**config.mk**
```make
export PLATFORM = sky130hd
export DESIGN_NAME = multicycle_control
export DESIGN_NICKNAME = d
export VERILOG_FILES = /design/src/rtl/multicycle_control.sv
export SDC_FILE = /design/constraint.sdc
export NUM_CORES = 1
export LEC_CHECK = 0
export CAP_MARGIN = 10
export CORE_MARGIN = 5
export CORE_UTILIZATION = 50
export DETAILED_ROUTE_END_ITERATION = 8
export HOLD_SLACK_MARGIN = 0.03
export MAX_ROUTING_LAYER = met4
export PLACE_DENSITY = 0.84
export SYNTH_ARGS = -nofsm -noshare
export SYNTH_HDL_FRONTEND = slang
export SYNTH_SLANG_ARGS = --single-unit
```
**constraint.sdc**
```tcl
create_clock -name clk -period 2.7 [get_ports clk]
set_input_delay 0.54 -clock clk [delete_from_list [all_inputs] [get_ports clk]]
set_output_delay 0.54 -clock clk [all_outputs]
set_load 0.05 [all_outputs]
```
**src/rtl/multicycle_control.sv**
```systemverilog
// Multi-cycle control FSM for the RV32I core: sequences each instruction
// through fetch/decode/execute/memory/writeback and drives the datapath
// selects, write strobes and the memory handshake.
module multicycle_control #(
  parameter int unsigned MEM_TIMEOUT = 255
) (
  input  logic       clk,
  input  logic       rst_n,
  input  logic [6:0] opcode,
  input  logic       branch_taken,
  input  logic       mem_ready,
  output logic       mem_req,
  output logic       mem_we,
  output logic       mem_is_fetch,
  output logic       ir_load,
  output logic       pc_write,
  output logic       reg_write,
  output logic       retire,
  output logic       alu_in_a,
  output logic       alu_in_b,
  output logic [1:0] alu_op_from,
  output logic [1:0] dest_reg_from,
  output logic       pc_src,
  output logic [1:0] fault,
  output logic [2:0] state
);

  typedef enum logic [2:0] {
    S_FETCH     = 3'd0,
    S_DECODE    = 3'd1,
    S_EXECUTE   = 3'd2,
    S_BR_TARGET = 3'd3,
    S_MEM       = 3'd4,
    S_WRITEBACK = 3'd5,
    S_TRAP      = 3'd7
  } state_e;

  localparam logic [6:0] OP_ALU    = 7'b0110011;
  localparam logic [6:0] OP_ALUI   = 7'b0010011;
  localparam logic [6:0] OP_LOAD   = 7'b0000011;
  localparam logic [6:0] OP_STORE  = 7'b0100011;
  localparam logic [6:0] OP_BRANCH = 7'b1100011;
  localparam logic [6:0] OP_JAL    = 7'b1101111;
  localparam logic [6:0] OP_JALR   = 7'b1100111;
  localparam logic [6:0] OP_LUI    = 7'b0110111;
  localparam logic [6:0] OP_AUIPC  = 7'b0010111;

  localparam logic [16:0] TMO_LIMIT = 17'(MEM_TIMEOUT);

  state_e      state_q, state_d;
  logic [1:0]  fault_q, fault_d;
  logic [15:0] cnt_q, cnt_d;

  // Per-opcode ALU operand/op selects, shared by EXECUTE, MEM and WRITEBACK
  logic       sel_a, sel_b, legal;
  logic [1:0] sel_op;
  logic [16:0] cnt_inc;
  logic        tmo;

  assign cnt_inc = {1'b0, cnt_q} + 17'd1;
  // The request has waited its full budget if this cycle ends without ready
  assign tmo     = (cnt_inc >= TMO_LIMIT);

  assign state = state_q;
  assign fault = fault_q;

  // Opcode decode: operand sources, ALU-op source and legality
  always_comb begin
    sel_a  = 1'b0;
    sel_b  = 1'b0;
    sel_op = 2'd0;
    legal  = 1'b1;
    case (opcode)
      OP_ALU:             sel_op = 2'd1;
      OP_ALUI:   begin sel_b = 1'b1; sel_op = 2'd1; end
      OP_LUI:             sel_b = 1'b1;
      OP_AUIPC:  begin sel_a = 1'b1; sel_b = 1'b1; end
      OP_LOAD,
      OP_STORE,
      OP_JALR:            sel_b = 1'b1;
      OP_JAL:    begin sel_a = 1'b1; sel_b = 1'b1; end
      OP_BRANCH:          sel_op = 2'd2;
      default:            legal = 1'b0;
    endcase
  end

  // Next-state, fault, timeout counter and Moore/handshake outputs
  always_comb begin
    state_d       = state_q;
    fault_d       = fault_q;
    cnt_d         = '0;   // cleared whenever a wait state is entered or left
    mem_req       = 1'b0;
    mem_we        = 1'b0;
    mem_is_fetch  = 1'b0;
    ir_load       = 1'b0;
    pc_write      = 1'b0;
    reg_write     = 1'b0;
    retire        = 1'b0;
    alu_in_a      = 1'b0;
    alu_in_b      = 1'b0;
    alu_op_from   = 2'd0;
    dest_reg_from = 2'd0;
    pc_src        = 1'b0;
    case (state_q)
      S_FETCH: begin
        mem_req      = 1'b1;
        mem_is_fetch = 1'b1;
        if (mem_ready) begin
          ir_load = 1'b1;
          state_d = S_DECODE;
        end else if (tmo) begin
          state_d = S_TRAP;
          fault_d = 2'd2;
        end else begin
          cnt_d = cnt_inc[15:0];
        end
      end
      S_DECODE: begin
        if (legal) state_d = S_EXECUTE;
        else begin
          state_d = S_TRAP;
          fault_d = 2'd1;
        end
      end
      S_EXECUTE: begin
        alu_in_a    = sel_a;
        alu_in_b    = sel_b;
        alu_op_from = sel_op;
        case (opcode)
          OP_JAL, OP_JALR: begin
            // Link value is the pre-update next-PC, so both writes share a cycle
            pc_src        = 1'b1;
            pc_write      = 1'b1;
            reg_write     = 1'b1;
            dest_reg_from = 2'd3;
            retire        = 1'b1;
            state_d       = S_FETCH;
          end
          OP_BRANCH: begin
            if (branch_taken) state_d = S_BR_TARGET;
            else begin
              pc_write = 1'b1;
              retire   = 1'b1;
              state_d  = S_FETCH;
            end
          end
          OP_LOAD, OP_STORE: state_d = S_MEM;
          default:           state_d = S_WRITEBACK;
        endcase
      end
      S_BR_TARGET: begin
        // ALU reused to form PC + imm once the compare has resolved
        alu_in_a = 1'b1;
        alu_in_b = 1'b1;
        pc_src   = 1'b1;
        pc_write = 1'b1;
        retire   = 1'b1;
        state_d  = S_FETCH;
      end
      S_MEM: begin
        alu_in_a    = sel_a;
        alu_in_b    = sel_b;
        alu_op_from = sel_op;
        mem_req     = 1'b1;
        mem_we      = (opcode == OP_STORE);
        if (mem_ready) begin
          if (opcode == OP_STORE) begin
            pc_write = 1'b1;
            retire   = 1'b1;
            state_d  = S_FETCH;
          end else begin
            state_d = S_WRITEBACK;
          end
        end else if (tmo) begin
          state_d = S_TRAP;
          fault_d = 2'd2;
        end else begin
          cnt_d = cnt_inc[15:0];
        end
      end
      S_WRITEBACK: begin
        alu_in_a      = sel_a;
        alu_in_b      = sel_b;
        alu_op_from   = sel_op;
        reg_write     = 1'b1;
        pc_write      = 1'b1;
        retire        = 1'b1;
        dest_reg_from = (opcode == OP_LOAD) ? 2'd2 : 2'd1;
        state_d       = S_FETCH;
      end
      default: ;  // TRAP: everything quiet until reset
    endcase
    // Asserted reset silences every strobe immediately, aborting any request
    if (!rst_n) begin
      mem_req       = 1'b0;
      mem_we        = 1'b0;
      mem_is_fetch  = 1'b0;
      ir_load       = 1'b0;
      pc_write      = 1'b0;
      reg_write     = 1'b0;
      retire        = 1'b0;
      alu_in_a      = 1'b0;
      alu_in_b      = 1'b0;
      alu_op_from   = 2'd0;
      dest_reg_from = 2'd0;
      pc_src        = 1'b0;
    end
  end

  // State, sticky fault and timeout counter registers
  always_ff @(posedge clk or negedge rst_n) begin
    if (!rst_n) begin
      state_q <= S_FETCH;
      fault_q <= 2'd0;
      cnt_q   <= '0;
    end else begin
      state_q <= state_d;
      fault_q <= fault_d;
      cnt_q   <= cnt_d;
    end
  end

endmodule

```
== Yosys cells after proc, flatten, opt, wreduce, memory -nomap -nowiden ==
Cells that the tools add are included.

* Add/sub/neg operators: 1
* Multiply operators: 0
* Divide/modulo/power cells: 0
* $lt $le $gt $ge: 1
* Equality and inequality tests: 17
* Shift operators: 0
* Muxes and demuxes: 49
* Bitwise logic cells: 0
* Reductions and logical operators: 13

{| class="wikitable"
|+ Operators by type and width
! cell !! number
|-
| 2-to-1 mux 16 bit || 3
|-
| equality test 7 x 6 -> 1 bit, second input constant || 3
|-
| equality test 7 bit, second input constant || 3
|-
| 2-to-1 mux 1 bit || 21
|-
| 2-to-1 mux 2 bit || 9
|-
| adder 16 x 1 -> 17 bit, second input constant || 1
|-
| greater-or-equal comparator 17 x 8 -> 1 bit, second input constant || 1
|-
| 2-to-1 mux 3 bit || 5
|-
| case mux 3 bit (5 select lines) || 1
|-
| equality test 7 x 5 -> 1 bit, second input constant || 2
|-
| case mux 2 bit (2 select lines) || 3
|-
| OR reduction 2 bit || 6
|-
| case mux 1 bit (2 select lines) || 5
|-
| case mux 3 bit (3 select lines) || 1
|-
| OR reduction 9 bit || 1
|-
| equality test 7 x 2 -> 1 bit, second input constant || 1
|-
| OR reduction 7 bit || 1
|-
| equality test 3 x 2 -> 1 bit, second input constant || 2
|-
| equality test 3 bit, second input constant || 2
|-
| nonzero test 5 bit || 1
|-
| inequality test 2 bit, second input constant || 2
|-
| AND reduction 4 bit || 1
|-
| equality test 3 x 1 -> 1 bit, second input constant || 1
|-
| zero test 3 bit || 1
|-
| 4 further kinds || 4
|}

* Register bits: 21
* Latch bits: 0
* RAM bits: 0
* Bits in read-only memories: 0
* Input bits: 11
* Output and inout bits: 19
* Logic and storage cells: 84
* Memories kept: 0

== Logic depth before layout (Yosys ltp) ==
* Depth in word-level cells: 5
* Gate-level depth with buffers: 8
* Depth with buffers taken out: 8

== Least setup slack after synthesis ==
Ideal clock, no wire load.

* Kind: register to output
* Start: reg state_q[1], in the netlist state[1]
* End: out dest_reg_from[0]
* Arrival time: 3.045 ns
* Data required time: 2.160 ns
* Path slack: -0.885 ns
* Stages on the path, launching flop included: 6
* Path buffers: 0
* Cell sequence: dfrtp_1 -> nor2b_1 -> nor2b_1 -> nand2_1 -> a21boi_0 -> o21a_1

* Longest elaborated chain between the ends: 3
* Elaborated cells between the ends (all ways): 4
* Those cells by class: eq/ne (2); mux (2)

{| class="wikitable"
|+ Ends and longest elaborated chain
! what !! RTL line !! source
|-
| start, declared || 50 || <nowiki>state_e state_q, state_d;</nowiki>
|-
| start signal, assigned || 217 || <nowiki>state_q <= state_d;</nowiki>
|-
| equality test 3 bit or equality test 3 x 2 -> 1 bit (tied branches) || 104 || <nowiki>case (state_q)</nowiki>
|-
| case mux 2 bit (2 select lines) (*) || 104 ||
|-
| 2-to-1 mux 2 bit (*) || 194 || <nowiki>if (!rst_n) begin</nowiki>
|-
| end, declared || 22 || <nowiki>output logic [1:0] dest_reg_from,</nowiki>
|}

Mark *: on every way between the ends. The rest lies on a longest branch, timed or not.

== Final worst setup path ==
* Start: in opcode[3]
* End: out dest_reg_from[1]

* Longest elaborated chain between the ends: 5
* Elaborated cells between the ends (all ways): 8
* Those cells by class: eq/ne (3); mux (4); reduce/logical (1)

{| class="wikitable"
|+ Ends and longest elaborated chain
! what !! RTL line !! source
|-
| start, declared || 9 || <nowiki>input logic [6:0] opcode,</nowiki>
|-
| equality test 7 bit || 129 || <nowiki>case (opcode)</nowiki>
|-
| OR reduction 2 bit || 129 ||
|-
| 2-to-1 mux 2 bit || 129 ||
|-
| case mux 2 bit (2 select lines) (*) || 104 ||
|-
| 2-to-1 mux 2 bit (*) || 194 ||
|}

Marked as above.

==> impl_metrics.tcl <==
set metrics [dict create \
    synth_edf_count 0 \
    wl_per_cell_um 16.0 \
    core_mm2 0.00278 \
    cp-startpoint "opcode[3]" \
    path_clk_slew_ns 0.11 \
    crit_chain "dlygate4sd2_1, nand4bb_1, or3_4, or3_1, a21boi_2, buf_12" \
    wl_mm 3.91 \
    grt_pass1_wl_mm 6.44 \
    n_antenna_cell 0 \
    pin_count 30 \
    num-fill-cells 189 \
    swShare_pct 46.3 \
    avgSynthCellArea_um2 9.06 \
    dieArea_mm2 0.00412 \
    power_frac_comb_pct 61.5 \
    crit_path_start_kind "primary input" \
    fin_tns_setup_ns 0 \
    nets 227 \
    grt_pass1_vias 1397 \
    initial_utilization_pct 52.8 \
    whs_ns 0.515 \
    fin_crit_ns 2.61 \
    final_area_mm2 0.00211 \
    reg2reg_slack_ns 0.44 \
    syn_area_mm2 0.00147 \
    grt_use_total_pct 19.7 \
    fin_cells 244 \
    portBuffers 29 \
    hpwl_mm 3.00 \
    path_class "in -> out" \
    p_clk_share_pct 9.7 \
    rsz0062_at_grt "false" \
    drv_cap 0 \
    place_congestion 0.836 \
    relSlewSlack_pct 60.3 \
    syn-instance-count 162 \
    critPathCapture "dest_reg_from[1]" \
    min_from "fault[0]$_DFFE_PN0P_" \
    h-tree-depth 1 \
    async_flop_share_pct 100 \
    detail_route.first_pass.iterations 4 \
    switchingPower_w 0.000705 \
    syn_to_final_growth_pct 44.0 \
    final-hold-violation-count 0 \
    skew_ns 0.00222 \
    row_count 19 \
    r2r_end "fault[1]$_DFFE_PN0P_" \
    power_density_mw_per_mm2 721 \
    avgViaCountPerCell 5.88 \
    crit_buf_inv 2 \
    dp.cells 237 \
    synth_cell_types 50 \
    p_leak_nw 0.874 \
    clk_path_buf_depth 2 \
    drc 0 \
    final-setup-viol-count 0 \
    tritoncts "built" \
    power.total_w 0.00152 \
    peakVddDrop_mv 0.663 \
    fp.dieW_um 64.2 \
    place_area_mm2 0.00203 \
    min_path_type "reg -> reg" \
    critical_path_arrival_ns 2.07 \
    path_depth 6 \
    final_antenna_net_count 0 \
    reg2reg_from "cnt_q[0]$_DFF_PN0_" \
    cts_inserted_buffers 3 \
    yosysWarnings 0 \
    p_int_w 0.000817 \
    fmax_mhz 383 \
    drv_slew 0 \
    antenna_found_initial 0 \
    synth_seq_cells 21 \
    grt_overflow 0 \
    drive_gt1_share_pct 30.0 \
    worst_pin_slew_ns 0.590 \
    cts_root_buf "clkbuf_4" \
    drt_iter0_drc 108 \
    required_ns 2.16 \
    slowest_delay_ns 0.39 \
    die_h_um 64.2 \
    pwr-share-seq_pct 28.8 \
    dr_total_vias 1434 \
    clock_sinks 21 \
    seq_area_frac_synth_pct 35.8 \
    r2r_cells 7 \
    grt_max_degree 14 \
    fin_crit_sh_pct 96.8 \
    yosys_most_used_dff "dfrtp_1" \
    critPathCaptureType "output port" \
    path_delay_family "simple AND/OR/NAND/NOR gates" \
    outcome "finished, final reports clean" \
    critPathSlowestCell "or3_1" \
    cp_max_fo 3 \
    clock_latency_ns 0.30 \
]
-- power by group through the flow --
stage               Sequential, W  Clock (W)  Combinational [W]
floorplan                0.000542          0           0.000459
global placement         0.000434          0           0.000901
detailed placement       0.000443          0           0.000918
CTS                      0.000436   0.000151           0.000932
global route             0.000447   0.000168           0.000985
finish                   0.000439   0.000148           0.000936
-- worst min path at each step --
| stage | slack (ns) | cells past startpoint | end |
|---|---|---|---|
| after global placement | 0.47 | 1 | fault[0]$_DFFE_PN0P_ |
| after global routing | 0.54 | 1 | fault[0]$_DFFE_PN0P_ |
| after detailed placement | 0.50 | 1 | fault[0]$_DFFE_PN0P_ |
| final | 0.51 | 1 | fault[0]$_DFFE_PN0P_ |
| after floorplan | 0.24 | 0 | cnt_q[0]$_DFF_PN0_ |
| after CTS | 0.52 | 1 | fault[0]$_DFFE_PN0P_ |
-- through the flow --
stage / util, % / setup slack, ns
after floorplan: - / -0.203
after global placement: 72.8 / -0.0669
after detailed placement: 72.8 / -0.113
after CTS: 75.3 / -0.0465
after global routing: 76.0 / 0.00474
final: 76.0 / 0.0858
-- cell families (layout without fill, tap and decap cells) --
group | after synthesis | in the layout | share of synthesized area, %
AOI/OAI and AO/OA | 37 | 37 | 16.7
xor gates and xnor gates | 9 | 9 | 5.37
adders and majority gates | 2 | 2 | 1.70
buffers and inverters | 11 | 55 | 6.90
DFF | 21 | 21 | 35.8
other | 1 | 8 | 0.256
and+or+nand+nor | 81 | 81 | 33.3
-- cell usage in the layout (no fill, tap or decap), types with 2 or more instances in the layout --
cell | netlist | final
or2b_2 | 2 | 2
and4_2 | 2 | 2
o211ai_1 | 2 | 2
xor2_1 | 5 | 5
a211oi_1 | 2 | 2
xnor2_1 | 4 | 4
and2_2 | 0 | 2
a21boi_2 | 0 | 2
a21oi_1 | 6 | 4
ha_1 | 2 | 2
a31oi_1 | 4 | 4
nand3_1 | 5 | 5
clkdlybuf4s50_1 | 0 | 9
conb_1 | 1 | 8
nand4_1 | 5 | 5
nor2_1 | 21 | 20
inv_1 | 4 | 4
buf_4 | 3 | 17
nor2b_1 | 7 | 5
buf_12 | 0 | 14
o21a_1 | 2 | 2
nor4_1 | 3 | 3
clkbuf_4 | 0 | 3
nand2_1 | 10 | 10
nor2b_4 | 0 | 2
o31ai_1 | 3 | 3
o21bai_1 | 2 | 2
dlygate4sd2_1 | 0 | 5
nor3_1 | 4 | 3
dfrtp_1 | 21 | 21
nand3_2 | 3 | 3
o21ai_0 | 8 | 7
-- state kept, by name, indices dropped and copies added, names as in the netlist --
| register | count |
|---|---|
| cnt_q | 16 |
| state | 3 |
| fault | 2 |
-- Yosys cell counts, types with 2 or more instances --
cell	number	area share, %
ha_1	2	1.7
o21bai_1	2	1.0
nand3_2	3	2.0
o31ai_1	3	1.5
nand2_1	10	2.6
dfrtp_1	21	36
nand3_1	5	1.7
nor2_1	21	5.4
o21a_1	2	1.0
or3_1	2	0.85
buf_4	3	1.5
and4_2	2	1.4
nor4b_1	2	1.2
a31oi_1	4	1.7
and2_1	2	0.85
xnor2_1	4	2.4
nor2b_1	7	3.0
nor3_1	4	1.4
clkbuf_8	2	1.9
a21boi_0	3	1.5
nor4_1	3	1.3
o211ai_1	2	1.0
o21ai_0	8	2.7
xor2_1	5	3.0
or2b_2	2	1.2
a211oi_1	2	1.0
inv_1	4	1.0
a21oi_1	6	2.0
nand4_1	5	2.1
-- layer usage --
| layer | routed length, µm | vias to the layer above | track usage (%) |
|---|---|---|---|
| met1 | 1610 | 695 | 23.2 |
| met4 | 26 | 0 | 5.09 |
| li1 | - | 687 | - |
| met2 | 2050 | 48 | 34.9 |
| met5 | 0 | - | - |
| met3 | 221 | 4 | 3.15 |
-- timing repair --
item | in CTS | in global routing
hold endpoints to repair | 0 | 0
resized for setup | 13 | 4
endpoints found under the setup margin | 6 | 6
pin swaps | 7 | 5
hold buffers | 0 | 0
buffers inserted | 3 | 0
-- cell type report --
cell class                      instances  area [µm²]  share of cell area, %
Multi-Input combinational cell        137         941                   44.5
Timing Repair Buffer                   47         566                   26.8
Sequential cell                        21         526                   24.9
Tap cell                               31        38.8                   1.84
Clock buffer                            3        22.5                   1.07
Inverter                                4        15.0                  0.710
Clock inverter                          1        5.00                  0.237
(Power assumes the default switching activity.)
